===== config.mk =====
export PLATFORM = sky130hd
export DESIGN_NAME = window_gen_h_fp16
export DESIGN_NICKNAME = d
export VERILOG_FILES = /design/src/rtl/dfdd_pkg.sv /design/src/rtl/window_shift_reg.sv /design/src/rtl/window_gen_h_fp16.sv
export SDC_FILE = /design/constraint.sdc
export NUM_CORES = 1
export LEC_CHECK = 0
export BUFFER_PORTS_ARGS = -buffer_cell sky130_fd_sc_hd__buf_2
export CAP_MARGIN = 20
export CORE_MARGIN = 2
export CORE_UTILIZATION = 55
export CTS_CLUSTER_SIZE = 16
export DETAILED_ROUTE_END_ITERATION = 8
export GPL_ROUTABILITY_DRIVEN = 0
export HOLD_SLACK_MARGIN = 0.06
export PLACE_DENSITY_LB_ADDON = 0.08
export SKIP_CTS_REPAIR_TIMING = 1
export SYNTH_ARGS = -nofsm -noshare
export SYNTH_HDL_FRONTEND = slang
export SYNTH_SLANG_ARGS = --single-unit

===== constraint.sdc =====
create_clock -name clk_i -period 6.7 [get_ports clk_i]
set_input_delay 1.675 -clock clk_i [delete_from_list [all_inputs] [get_ports clk_i]]
set_output_delay 1.675 -clock clk_i [all_outputs]
set_load 0.01 [all_outputs]

===== src/rtl/dfdd_pkg.sv =====
// Shared types and constants for the fp16 horizontal window generator slice.
package dfdd_pkg;

  localparam int FP16_EXP_WIDTH  = 5;
  localparam int FP16_FRAC_WIDTH = 10;
  localparam int FP16_WIDTH      = 1 + FP16_EXP_WIDTH + FP16_FRAC_WIDTH;

  typedef logic [FP16_WIDTH-1:0] fp16_t;

  localparam fp16_t FP16_ZERO = '0;

  typedef enum logic [1:0] {
    IDLE,
    FILL,
    RUN,
    FLUSH
  } win_state_e;

endpackage


===== src/rtl/window_shift_reg.sv =====
// W-tap shift register. A row-start load fills every tap but the top one with the pad
// value; a shift moves taps towards index 0 and the new value enters the top tap.
module window_shift_reg #(
  parameter int DATA_W = 16,
  parameter int TAPS   = 9
) (
  input  logic              clk_i,
  input  logic              rst_i,
  input  logic              load_i,
  input  logic              shift_i,
  input  logic [DATA_W-1:0] pad_i,
  input  logic [DATA_W-1:0] data_i,
  output logic [DATA_W-1:0] taps_o [TAPS]
);

  logic [DATA_W-1:0] taps_q [TAPS];
  logic [DATA_W-1:0] taps_d [TAPS];

  always_comb begin
    taps_d = taps_q;
    if (load_i) begin
      for (int i = 0; i < TAPS-1; i++) taps_d[i] = pad_i;
      taps_d[TAPS-1] = data_i;
    end else if (shift_i) begin
      for (int i = 0; i < TAPS-1; i++) taps_d[i] = taps_q[i+1];
      taps_d[TAPS-1] = data_i;
    end
  end

  always_ff @(posedge clk_i or negedge rst_i) begin
    if (!rst_i) begin
      for (int i = 0; i < TAPS; i++) taps_q[i] <= '0;
    end else begin
      taps_q <= taps_d;
    end
  end

  assign taps_o = taps_q;

endmodule


===== src/rtl/window_gen_h_fp16.sv =====
// Horizontal sliding-window generator for an fp16 raster stream with border padding.
// Define WINDOW_GEN_REPLICATE_EN to pad with the edge pixels instead of fp +0.
module window_gen_h_fp16
  import dfdd_pkg::*;
#(
  parameter  int EXP_WIDTH    = FP16_EXP_WIDTH,
  parameter  int FRAC_WIDTH   = FP16_FRAC_WIDTH,
  parameter  int WINDOW_WIDTH = 9,
  parameter  int IMAGE_WIDTH  = 640,
  localparam int FP_WIDTH_REG = 1 + EXP_WIDTH + FRAC_WIDTH
) (
  input  logic                    clk_i,
  input  logic                    rst_i,
  input  logic [FP_WIDTH_REG-1:0] pixel_i,
  input  logic [15:0]             col_i,
  input  logic [15:0]             row_i,
  input  logic                    valid_i,
  output logic [FP_WIDTH_REG-1:0] window_o [1][WINDOW_WIDTH],
  output logic [15:0]             col_o,
  output logic [15:0]             row_o,
  output logic                    valid_o,
  output logic                    overrun_o
);

  localparam int          HALF   = (WINDOW_WIDTH - 1) / 2;
  localparam logic [15:0] HALF_C = 16'(HALF);
  localparam logic [15:0] LAST_C = 16'(IMAGE_WIDTH - 1);

  win_state_e state_q;
  logic [15:0] cnt_q;
  logic [15:0] flush_q;
  logic [15:0] col_q;
  logic [15:0] row_q;
  logic        valid_q;
  logic        overrun_q;

  logic row_start;
  logic accept;
  logic flush_step;
  logic [FP_WIDTH_REG-1:0] left_pad;
  logic [FP_WIDTH_REG-1:0] right_pad;
  logic [FP_WIDTH_REG-1:0] shift_data;
  logic [FP_WIDTH_REG-1:0] taps [WINDOW_WIDTH];

  // A col 0 pixel arriving during flush wins over the remaining flush steps.
  assign row_start  = valid_i && (col_i == 16'd0) && (state_q == IDLE || state_q == FLUSH);
  assign accept     = valid_i && (state_q == FILL || state_q == RUN);
  assign flush_step = (state_q == FLUSH) && !row_start;

`ifdef WINDOW_GEN_REPLICATE_EN
  logic [FP_WIDTH_REG-1:0] pad_q;

  always_ff @(posedge clk_i or negedge rst_i) begin
    if (!rst_i) begin
      pad_q <= '0;
    end else if (accept && state_q == RUN && col_i == LAST_C) begin
      pad_q <= pixel_i;
    end
  end

  assign left_pad  = pixel_i;
  assign right_pad = pad_q;
`else
  assign left_pad  = '0;
  assign right_pad = '0;
`endif

  assign shift_data = flush_step ? right_pad : pixel_i;

  window_shift_reg #(
    .DATA_W (FP_WIDTH_REG),
    .TAPS   (WINDOW_WIDTH)
  ) u_shift (
    .clk_i   (clk_i),
    .rst_i   (rst_i),
    .load_i  (row_start),
    .shift_i (accept || flush_step),
    .pad_i   (left_pad),
    .data_i  (shift_data),
    .taps_o  (taps)
  );

  // cnt_q holds the column of the next pixel expected in the current row.
  always_ff @(posedge clk_i or negedge rst_i) begin
    if (!rst_i) begin
      state_q   <= IDLE;
      cnt_q     <= '0;
      flush_q   <= '0;
      col_q     <= '0;
      row_q     <= '0;
      valid_q   <= 1'b0;
      overrun_q <= 1'b0;
    end else begin
      valid_q <= 1'b0;
      case (state_q)
        IDLE: begin
          if (row_start) begin
            state_q <= FILL;
            cnt_q   <= 16'd1;
            row_q   <= row_i;
          end else if (valid_i) begin
            overrun_q <= 1'b1;
          end
        end
        FILL: begin
          if (accept) begin
            cnt_q <= cnt_q + 16'd1;
            if (cnt_q == HALF_C) begin
              valid_q <= 1'b1;
              col_q   <= 16'd0;
              state_q <= RUN;
            end
          end
        end
        RUN: begin
          if (accept) begin
            cnt_q   <= cnt_q + 16'd1;
            valid_q <= 1'b1;
            col_q   <= cnt_q - HALF_C;
            if (col_i == LAST_C) begin
              state_q <= FLUSH;
              flush_q <= 16'd0;
            end
          end
        end
        FLUSH: begin
          if (row_start) begin
            overrun_q <= 1'b1;
            state_q   <= FILL;
            cnt_q     <= 16'd1;
            row_q     <= row_i;
          end else begin
            if (valid_i) overrun_q <= 1'b1;
            valid_q <= 1'b1;
            col_q   <= col_q + 16'd1;
            flush_q <= flush_q + 16'd1;
            if (flush_q == HALF_C - 16'd1) state_q <= IDLE;
          end
        end
        default: state_q <= IDLE;
      endcase
    end
  end

  for (genvar i = 0; i < WINDOW_WIDTH; i++) begin : g_win
    assign window_o[0][i] = taps[i];
  end

  assign col_o     = col_q;
  assign row_o     = row_q;
  assign valid_o   = valid_q;
  assign overrun_o = overrun_q;

endmodule


==> summary.txt, run 1 <==
Detailed routing
  • Antenna viol nets, final: 0
  • Routed WL: ~25000 µm
  • Drt via density: 5.489
  • Per-cell routed wire length: about 16 µm
  • Vias: 8360
  • DRT Pass-1 Iters: 5
  • Drc violations: 0
  • Drt first-iter violations: just under 500

CTS
  • TritonCTS clock tree: done
  • Clock sink count: 212
  • Clock buffers created by TritonCTS: 23
  • CTS H-tree depth: 1
  • Clock tree buffer depth: 3
  • Clk_lat worst skew: 510 ps
  • Clock transition at the registers of the reported paths: 60 ps
  • Clk root buf: clkbuf_16

Synthesis
  • Syn_area_per_cell: 8.797 µm²
  • Synth Instances: around 1100
  • Syn. warnings: 0
  • Yosys cell types: 50
  • Yosys reg bits: 212
  • Synth Cell Area: 9633 µm²
  • Sequential area share after synthesis: 0.5507
  • Synth Net Count: 1157
  • Post-synth ARST share: 1.000
  • Synth Flop Type: dfrtp_1
  • Post-synth EDFFs: 0

Critical path
  • Buf+Inv Stages, Crit Path: 1
  • Critical-path cell list: buf_2 -> nor4_1 -> nand4_1 -> o21a_1 -> o21ai_2 -> or4_1 -> nand4_1
  • Worst Path Max Fanout: 20
  • Worst path slowest cell: o21ai_2
  • CP endpoint kind: flip-flop
  • Slowest stage delay, CP: roughly 770 ps
  • Worst EP required: 7070 ps
  • CP Launch Type: primary input
  • Critical Path AT: 4300 ps
  • CP most frequent cell: nand4_1
  • Critical path class: primary input to flip-flop
  • CP delay by family, top: compound AO/OA/AOI/OAI gates

Layout
  • Fin cells: approximately 1500
  • Layout cells sized above 1: 0.2242
  • Final nets: 1344
  • Area growth from synthesis to layout: 21.89%
  • ANT cells: 0

Floorplanning
  • Core box area: ~17000 µm²
  • # IOs: around 230
  • Die height: 136.3 µm
  • Initial Utilization: 0.5589
  • Die Span X: 136.3 µm
  • Std cell rows: 48
  • Die area: 18590 µm²

Min path
  • Hold Crit Class: flip-flop to flip-flop

Timing
  • Final Hold Fails: 0
  • Tmin final: 3925 ps
  • Clk_skew: 16.49 ps
  • Fmax: 0.2548 GHz
  • Final setup vio count: 0
  • Final Cycle Share: 0.5858
  • RSZ-0062 raised after global routing: no
  • Slew @ Worst Pin: between 900 and 1000 ps
  • Final Max Slew Viols: 0
  • TNS Setup: 0 ps
  • Max_slew headroom: 0.3858

Pwr
  • Peak supply drop: between 0.2 and 0.3 mV
  • Leakage power: 0.005938 µW
  • Final Power: 5458 µW
  • Pwr dens: between 400 and 500 nW/µm²
  • Internal power: 3263 µW
  • Clock group share of total power: 0.259
  • Psw: 2195 µW
  • Comb power frac: 0.366
  • Flop pwr share: 0.375
  • Switching share of power: 0.4021

Place
  • HPWL Detailed: 17190 µm
  • Placed cell count: 1482
  • Port Buffers: 228

Global routing
  • Largest net degree at the start of global routing: approximately 140
  • GRT overflow: 0
  • Number of global-route vias before repair: 7674
  • Initial antenna violation count: 0
  • First-pass GRT wire length: 39340 µm
  • Overall global routing resource usage: 0.2657

Run
  • Max-Cap Viols: 0

Outcome
  • Status: finished, final reports clean
## power by group through the flow
stage / Combinational, µW / Clock (µW) / Sequential (µW)
2_1_floorplan: 1160 / 0 / 2130
4_1_cts: 2000 / 1440 / 2050
5_1_grt: 2240 / 1490 / 2100
6_report: 2000 / 1410 / 2050
3_5_place_dp: 2000 / 0 / 2070
3_3_place_gp: 1940 / 0 / 2060
## cell type report
type	count	area [µm²]
Sequential cell	212	5305
Timing Repair Buffer	239	1252
Tap cell	225	281.5
Fill cell	1405	5495
Clock inverter	9	176.4
Inverter	15	56.30
Multi-Input combinational cell	791	3980
Clock buffer	32	689.4
## worst reg2reg max path, stage by stage (launching register included)
cell and delay (ps):
dfrtp_1 370, inv_1 100, ha_1 700, nand4bb_1 180, or4_4 600, a2bb2oi_4 230
o21ai_2 260, or4_1 570, nand4_1 80
## path summary, 6_finish.rpt
kind                            start             endpoint  slack, ps  cells after the start
setup / recovery            col_i[13]            col_o[10]       2780                      7
hold / removal              overrun_o            overrun_o        460                      1
setup reg to reg           state_q[0]             col_o[8]       3550                      8
hold reg to reg             overrun_o            overrun_o        460                      1
max in group asynchronous       rst_i           flush_q[1]       4170                      2
min in group asynchronous       rst_i  u_shift.taps_o[130]       1170                      1
## kinds of logic (layout without fill, tap and decap cells)
kind of cell | after synthesis | after routing | synth area share
flip-flops | 212 | 212 | 0.5507
AO/OA/AOI/OAI | 209 | 209 | 0.1222
buffers and inverters | 92 | 295 | 0.03884
adder cells (fa/ha/maj) | 11 | 11 | 0.01429
AND/OR/NAND/NOR | 538 | 538 | 0.2434
XOR/XNOR | 31 | 31 | 0.02819
multiplexers | 2 | 2 | 0.002338
## metrics by stage
stage / utilization / worst slack [ps] / area (µm²) / hold WS [ps]
after floorplan: - / 2846 / 9633 / 493.2
after global placement: 0.6301 / 2319 / 10860 / 434.8
after detailed placement: 0.6310 / 2260 / 10880 / 442.0
after CTS: 0.6812 / 2809 / 11740 / 458.3
after global routing: 0.6812 / 2503 / 11740 / 467.5
final: 0.6812 / 2775 / 11740 / 456.8
## cell usage in the layout (no fill, tap or decap), types with 4 or more instances in the layout
cell | Yosys | layout
nand3_1 | 27 | 27
buf_4 | 0 | 9
and4_1 | 5 | 5
and2_1 | 4 | 4
clkbuf_16 | 0 | 23
o21ai_0 | 143 | 143
buf_2 | 11 | 227
nand4_1 | 23 | 23
ha_1 | 11 | 11
clkbuf_8 | 0 | 9
and3_1 | 10 | 10
dfrtp_1 | 212 | 212
inv_1 | 15 | 15
xnor2_1 | 18 | 18
or4_1 | 8 | 8
bufinv_16 | 0 | 5
a21oi_1 | 32 | 32
nand2_1 | 368 | 368
nand4b_1 | 4 | 4
xor2_1 | 13 | 13
nor4_1 | 19 | 19
nor2_1 | 43 | 42
a21o_1 | 4 | 4
nor3_1 | 11 | 10
## metal layers
layer	wire length [µm]	global-route usage	up-vias
met5	0	0	-
li1	-	-	4067
met4	592	0.07928	0
met3	1541	0.04362	40
met1	10480	0.3536	4009
met2	12460	0.4492	244
## flip-flops by register name, summed over array words and instances, names as in the netlist
| name | flops |
|---|---|
| u_shift.taps_o | 144 |
| cnt_q | 16 |
| state_q | 2 |
| overrun_o | 1 |
| col_o | 16 |
| flush_q | 16 |
| row_o | 16 |
| valid_o | 1 |
## cells in the mapped netlist, drive strengths merged, types with 13 or more instances
cell type	number	share of area
nor2	43	0.017
buf	13	0.0081
nand2	368	0.14
clkbuf	64	0.025
nand3	27	0.014
o21ai	144	0.075
xnor2	18	0.016
nand4	23	0.015
inv	15	0.0058
xor2	13	0.012
a21oi	32	0.017
dfrtp	212	0.55
nor4	19	0.012
Power figures use the tool's default switching activity.
==> inputs of run 2 (changes only) <==
Settings changed: ABC_AREA set to 1, CORE_UTILIZATION 55 to 49.
Clock period 6.7 ns to 3.35 ns, I/O delays scaled along.
==> run 2 against run 1 <==
  * Clock skew fell by 2.5 ps
  * Via count grew 13%
  * First-iteration DRC count is 31% higher
  * Sequential share of layout area decreased by 2.7 points
  * Synthesized cell count rose by 17%
  * Combinational power is 130% higher
  * Sequential power rose by 110%
  * Wire length increased by 9.4%
  * Clock-buffer cell count increased by 2
  * Synthesized area increased by 7.2%
  * Largest cell class unchanged
==> summary.txt, run 2 <==
Outcome
  • Status: finished, final reports clean

Min path
  • Hold Crit Class: primary input to asynchronous set/reset pin

Detailed routing
  • Per-cell routed wire length: 15.54 µm (-5.6%)
  • Vias: 9451 (+13%)
  • Drt via density: 5.355 (-2.5%)
  • Routed WL: 27430 µm (+9.4%)
  • Metal-1 WL: 12670 µm (+21%)
  • DRT Pass-1 Iters: 5 (unchanged)
  • Drt first-iter violations: 648 (+31%)
  • Wire length on met2: 12320 µm (-1.2%)
  • WL met3: 1621 µm (+5.2%)
  • Highest Signal Layer: met4
  • Antenna viol nets, final: 0 (unchanged)
  • Drc violations: 0 (unchanged)

Global routing
  • Number of global-route vias before repair: 8765 (+14%)
  • Largest net degree at the start of global routing: 85 (-40%)
  • GRT overflow: 0 (unchanged)
  • Overall global routing resource usage: 0.2447 (-0.02098)
  • Initial antenna violation count: 0 (unchanged)
  • First-pass GRT wire length: 44990 µm (+14%)

Critical path
  • Worst-case reg-to-reg path depth: 7 (-1)
  • Worst path slowest cell: nand3_4
  • CP most frequent cell: inv_1
  • Critical Path AT: 3010 ps (-1290 ps)
  • CP endpoint kind: flip-flop
  • Worst EP required: 3740 ps (-3330 ps)
  • CP Launch Point: state_q[0]
  • R2R Setup Slk: 730 ps (-2820 ps)
  • Critical-path cell list: inv_1 -> ha_1 -> inv_1 -> nand3_4 -> buf_12 -> nand3_1 -> nand2_1
  • Slowest stage delay, CP: 580 ps (-190 ps)
  • Critical path class: flip-flop to flip-flop
  • Critical Path End: u_shift.taps_o[58]
  • CP Launch Type: flip-flop
  • Worst R2R End: u_shift.taps_o[58]
  • RR Startpoint: state_q[0]
  • Worst Path Max Fanout: 48 (+140%)

Synthesis
  • Post-synth top area share: 0.5135 (-0.03722)
  • Top area cells in the synthesized netlist: dfrtp_1 (51%), nand3_1 (17%), nand2_1 (12%)
  • Yosys cell types: 30 (-40%)
  • Synth Instances: 1278 (+17%)
  • Synth Cell Area: 10330 µm² (+7.2%)
  • Most frequent cell after synthesis: nand3_1
  • Yosys reg bits: 212 (unchanged)
  • Synth Net Count: 1340 (+16%)
  • Sequential area share after synthesis: 0.5135 (-0.03722)
  • Most frequent cells after synthesis: nand3_1 (345), nand2_1 (344), dfrtp_1 (212)
  • Area leader, netlist: dfrtp_1
  • Syn_area_per_cell: 8.084 µm² (-8.1%)
  • Synth Flop Type: dfrtp_1
  • Post-synth EDFFs: 0 (unchanged)
  • Syn. warnings: 0 (unchanged)
  • Post-synth ARST share: 1.000 (unchanged)

Floorplanning
  • Std cell rows: 53 (+10%)
  • Die area: 22260 µm² (+20%)
  • Initial Utilization: 0.4946 (-0.06429)
  • Core box area: 20890 µm² (+21%)
  • # IOs: 229 (unchanged)
  • Die Span X: 149.2 µm (+9.4%)
  • Die height: 149.2 µm (+9.4%)

CTS
  • CTS H-tree depth: 1 (unchanged)
  • Clock transition at the registers of the reported paths: 60 ps (about the same)
  • Clk_lat worst skew: 520 ps (about the same)
  • TritonCTS clock tree: done
  • Clock tree buffer depth: 3 (unchanged)
  • Clk root buf: clkbuf_16
  • Clock sink count: 212 (unchanged)
  • Clock buffers created by TritonCTS: 24 (+4.3%)

Layout
  • ANT cells: 0 (unchanged)
  • Area growth from synthesis to layout: 20.78%
  • Most frequent cells in the layout: nand3_1 (344), nand2_1 (343), buf_2 (227)
  • Layout cells sized above 1: 0.2128 (-0.01144)
  • Final nets: 1534 (+14%)
  • Commonest non-fill, non-tap cell in the layout: nand3_1
  • Max reg flops: 144 (unchanged)

Timing
  • Final Max Slew Viols: 0 (unchanged)
  • Slew @ Worst Pin: 767.1 ps (-154.3 ps)
  • RSZ-0062 raised after global routing: no
  • Clk_skew: 13.97 ps (-2.520 ps)
  • Max_slew headroom: 0.4886 (+0.1028)
  • Final Hold Fails: 0 (unchanged)
  • Setup WS post-layout: 729.3 ps (-2046 ps)
  • Tmin final: around 2600 ps
  • Final Cycle Share: 0.7823
  • Final setup vio count: 0 (unchanged)
  • Fmax: between 0.3 and 0.4 GHz
  • TNS Setup: 0 ps (unchanged)
  • Fin Hold WS: 313.8 ps (-143.0 ps)

Pwr
  • Clock group share of total power: 0.229 (-0.030)
  • Pwr dens: 910.0 nW/µm² (+96%)
  • Comb power frac: 0.400 (+0.034)
  • Final Power: 11350 µW (+110%)
  • Psw: 4847 µW (+120%)
  • Internal power: 6508 µW (+99%)
  • Flop pwr share: 0.371 (-0.004)
  • Peak supply drop: 0.4221 mV (+44%)
  • Switching share of power: 0.4269 (+0.02473)
  • Leakage power: 0.006883 µW (+16%)

Run
  • Max-Cap Viols: 0 (unchanged)

Place
  • Pre-CTS setup slack: 626.6 ps (-1633 ps)
  • HPWL Detailed: 18380 µm (+6.9%)
  • Port Buffers: 228 (unchanged)
-- run 2: cell types whose count changed in the layout (fill, tap and decap cells not counted), sizes merged, moves of 10 or more --
cell / before / now
nand3: 27 / 345
and3: 10 / 0
mux2: 2 / 16
o21ai: 144 / 43
nor4: 19 / 0
nand2: 368 / 347
inv: 16 / 62
nor2: 43 / 94
a21oi: 32 / 12
xnor2: 18 / 2
-- run 2: how the worst min path moves through the flow --
stage | startpoint | end | slack [ps] | cells after the start
after global placement | overrun_o | overrun_o | 460 | 1
after CTS | rst_i | flush_q[2] | 340 | 1
final | rst_i | flush_q[2] | 310 | 1
after global routing | rst_i | flush_q[2] | 370 | 1
after floorplan | flush_q[14] | flush_q[14] | 470 | 2
after detailed placement | overrun_o | overrun_o | 470 | 1
-- run 2: power by group through the flow --
stage / registers [µW] / logic, µW / clock network (µW)
2_1_floorplan: 4430 / 2710 / 0
3_3_place_gp: 4240 / 4480 / 0
3_5_place_dp: 4250 / 4560 / 0
4_1_cts: 4210 / 4580 / 2650
5_1_grt: 4330 / 5130 / 2750
6_report: 4220 / 4540 / 2600
-- run 2: metrics by stage --
stage                     instances  utilization  instance area [µm²]
final                          1765       0.5974                12480
after global routing           1765       0.5974                12480
after floorplan                1278            -                10330
after CTS                      1765       0.5974                12480
after global placement         1721       0.5594                11690
after detailed placement       1721       0.5594                11690
-- run 2: layout make-up --
cell class	instances	area [µm²]
fill	1927	8411
sequential	212	5305
multi-input combinational	925	4420
timing repair buffer	247	1381
clock buffer	34	709.4
tap	275	344.1
inverter	62	235.2
clock inverter	10	82.58
-- run 2: cell families after synthesis --
| logic type | Yosys count | synth area share |
|---|---|---|
| adder cells (fa/ha/maj) | 11 | 0.01332 |
| multiplexers | 16 | 0.01744 |
| buffers and inverters | 141 | 0.06189 |
| flip-flops | 212 | 0.5135 |
| XOR/XNOR | 14 | 0.01187 |
| AO/OA/AOI/OAI | 68 | 0.03621 |
| AND/OR/NAND/NOR | 816 | 0.3458 |
-- run 2: routing by layer --
layer	GRT usage	up-vias
met3	0.03180	53
li1	-	4629
met4	0.07333	0
met1	0.3689	4464
met2	0.3694	305
met5	0	-
-- run 2: critical path, delay by kind of cell, from the launching register on --
kind / cells / cell delay, ps
flops: 1 / 430
simple gates: 3 / 770
fa+ha+maj: 1 / 450
buf+inv: 3 / 830
==> inputs of run 3 (changes only) <==
Clock period 3.35 ns to 2.3 ns, I/O delays scaled along.
==> run 3 against run 2 <==
  * Global-route usage fell by 0.50 points
  * Combinational power rose by 51%
  * Worst setup slack got worse by 500 ps
  * Die area did not move
  * Clock skew rose by 1.4 ps
  * Clock power rose by 51%
  * Worst hold slack got worse by 34 ps
  * Final cell count rose by 0.62%
  * Critical endpoint is now u_shift.taps_o[38]
  * Largest power group unchanged
  * Highest routed layer is now met5
==> summary.txt, run 3 (synthesized netlist as in run 2, its figures left out) <==
Outcome
  • Status: finished, final reports clean

Layout
  • Most frequent cells in the layout: nand3_1 (344), nand2_1 (343), buf_2 (227)
  • Final nets: 1545 (+0.72%)
  • Commonest non-fill, non-tap cell in the layout: nand3_1
  • Filler Cell Count: 1906 (-1.1%)
  • ANT cells: 0 (unchanged)
  • Area growth from synthesis to layout: 22.42%
  • Max reg flops: 144 (unchanged)
  • Layout cells sized above 1: 0.2192 (+0.006436)

Critical path
  • Worst R2R End: u_shift.taps_o[38]
  • Critical path class: flip-flop to flip-flop
  • CP most frequent cell: nand2_1
  • Worst Path Max Fanout: 62 (+29%)
  • Slowest stage delay, CP: 500 ps (-80 ps)
  • CP endpoint kind: flip-flop
  • Critical Path AT: 2530 ps (-480 ps)
  • Worst EP required: 2760 ps (-980 ps)
  • RR Startpoint: state_q[0]
  • R2R Setup Slk: 220 ps (-500 ps)
  • Worst-case reg-to-reg path depth: 8 (+1)
  • Critical-path cell list: inv_1 -> ha_1 -> nand2_1 -> nand2_2 -> inv_4 -> buf_4 -> nand3_1 -> nand2_1
  • CP Launch Type: flip-flop
  • Worst path slowest cell: buf_4
  • CP Launch Point: state_q[0]

Floorplanning
  • Die area: 22260 µm² (unchanged)
  • Die height: 149.2 µm (unchanged)
  • Initial Utilization: 0.4946 (unchanged)
  • Std cell rows: 53 (unchanged)
  • Core box area: 20890 µm² (unchanged)
  • # IOs: 229 (unchanged)
  • Die Span X: 149.2 µm (unchanged)

Min path
  • Worst hold start: row_i[6]
  • Hold Crit Class: primary input to flip-flop
  • Hold EP: row_o[6]
  • Hold Path Depth: 2

Detailed routing
  • Drt first-iter violations: 661 (+2.0%)
  • Routed WL: 27190 µm (-0.87%)
  • Per-cell routed wire length: 15.31 µm (-1.5%)
  • Antenna viol nets, final: 0 (unchanged)
  • Drc violations: 0 (unchanged)
  • Vias: 9467 (+0.17%)
  • DRT Pass-1 Iters: 5 (unchanged)
  • Drt via density: 5.331 (-0.45%)

Timing
  • Clk_skew: 15.39 ps (+1.425 ps)
  • Final setup vio count: 0 (unchanged)
  • Final Max Slew Viols: 0 (unchanged)
  • Final Hold Fails: 0 (unchanged)
  • Tmin final: 2076 ps (-545.1 ps)
  • Final Cycle Share: 0.9024 (+0.1201)
  • Slew @ Worst Pin: 611.6 ps (-155.5 ps)
  • Fmax: 0.4818 GHz (+26%)
  • Max_slew headroom: 0.5923 (+0.1037)
  • TNS Setup: 0 ps (unchanged)
  • RSZ-0062 raised after global routing: no
  • Setup WS post-layout: 224.4 ps (-504.9 ps)

Global routing
  • Number of global-route vias before repair: 8690 (-0.86%)
  • GRT overflow: 0 (unchanged)
  • Initial antenna violation count: 1 (+1)
  • Largest net degree at the start of global routing: 103 (+21%)
  • Overall global routing resource usage: 0.2397 (-0.004998)
  • First-pass GRT wire length: 44240 µm (-1.7%)

Place
  • HPWL Detailed: 18260 µm (-0.63%)
  • Port Buffers: 228 (unchanged)
  • Pre-CTS setup slack: 185.1 ps (-441.5 ps)

CTS
  • Clock transition at the registers of the reported paths: 60 ps (about the same)
  • TritonCTS clock tree: done
  • Clock buffers created by TritonCTS: 24 (unchanged)
  • CTS H-tree depth: 1 (unchanged)
  • Clock tree buffer depth: 3 (unchanged)
  • Clk root buf: clkbuf_16
  • Clock sink count: 212 (unchanged)
  • Clk_lat worst skew: 520 ps (about the same)

Pwr
  • Clock group share of total power: 0.232 (+0.003)
  • Peak supply drop: 0.8394 mV (+99%)
  • Comb power frac: 0.406 (+0.006)
  • Final Power: 16890 µW (+49%)
  • Psw: 7094 µW (+46%)
  • Leakage power: 0.006975 µW (+1.3%)
  • Switching share of power: 0.4199 (-0.006941)
  • Pwr dens: 1336 nW/µm² (+47%)
  • Internal power: 9800 µW (+51%)
  • Flop pwr share: 0.362 (-0.009)

Run
  • Max-Cap Viols: 0 (unchanged)
run 3: cell count changes in the layout (fill, tap and decap cells not counted), sizes merged:
| cell | previous run | this run |
|---|---|---|
| bufinv | 1 | 2 |
| clkinv | 6 | 7 |
| buf | 247 | 257 |
| clkbuf | 34 | 33 |
| clkinvlp | 3 | 2 |
| dlygate4sd3 | 0 | 1 |
run 3: final cells by class:
type | count | area (µm²) | area share
clock buffer | 33 | 704.4 | 0.05570
clock inverter | 11 | 121.4 | 0.009596
inverter | 62 | 235.2 | 0.01860
multi-input combinational | 925 | 4420 | 0.3495
sequential | 212 | 5305 | 0.4195
tap | 275 | 344.1 | 0.02721
timing repair buffer | 258 | 1516 | 0.1199
run 3: per-stage QoR:
step                hold slack [ps]  cell area, µm²    util  cells
floorplan                     279.4           10330       -   1278
global placement              459.8           11810  0.5654   1731
detailed placement            469.6           11810  0.5654   1731
CTS                          -53.90           12640  0.6050   1775
global route                  269.9           12650  0.6055   1776
finish                        279.7           12650  0.6055   1776
run 3: worst max-delay path: cells and delay by family, from the launching register on:
family        cells  cell delay (ps)
flops             1              420
fa+ha+maj         1              310
buf+inv           3              700
simple gates      4              590
run 3: how the worst max path moves through the flow:
stage | cells after the start | to
floorplan | 14 | col_o[7]
global placement | 11 | u_shift.taps_o[92]
detailed placement | 10 | u_shift.taps_o[38]
CTS | 8 | u_shift.taps_o[32]
global route | 8 | u_shift.taps_o[29]
finish | 8 | u_shift.taps_o[38]
run 3: routing by layer:
metal	vias to the layer above	GRT usage	wire (µm)
met4	2	0.07524	869
met3	58	0.03517	1734
met5	-	0	11
met2	312	0.3611	12080
li1	4655	-	-
met1	4440	0.3580	12490
run 3: power by group through the flow:
stage	logic (µW)	registers, µW	clock network (µW)
2_1_floorplan	3950	6460	0
3_3_place_gp	6790	6150	0
3_5_place_dp	6860	6180	0
4_1_cts	6910	6110	4000
5_1_grt	7680	6280	4160
6_report	6860	6120	3920
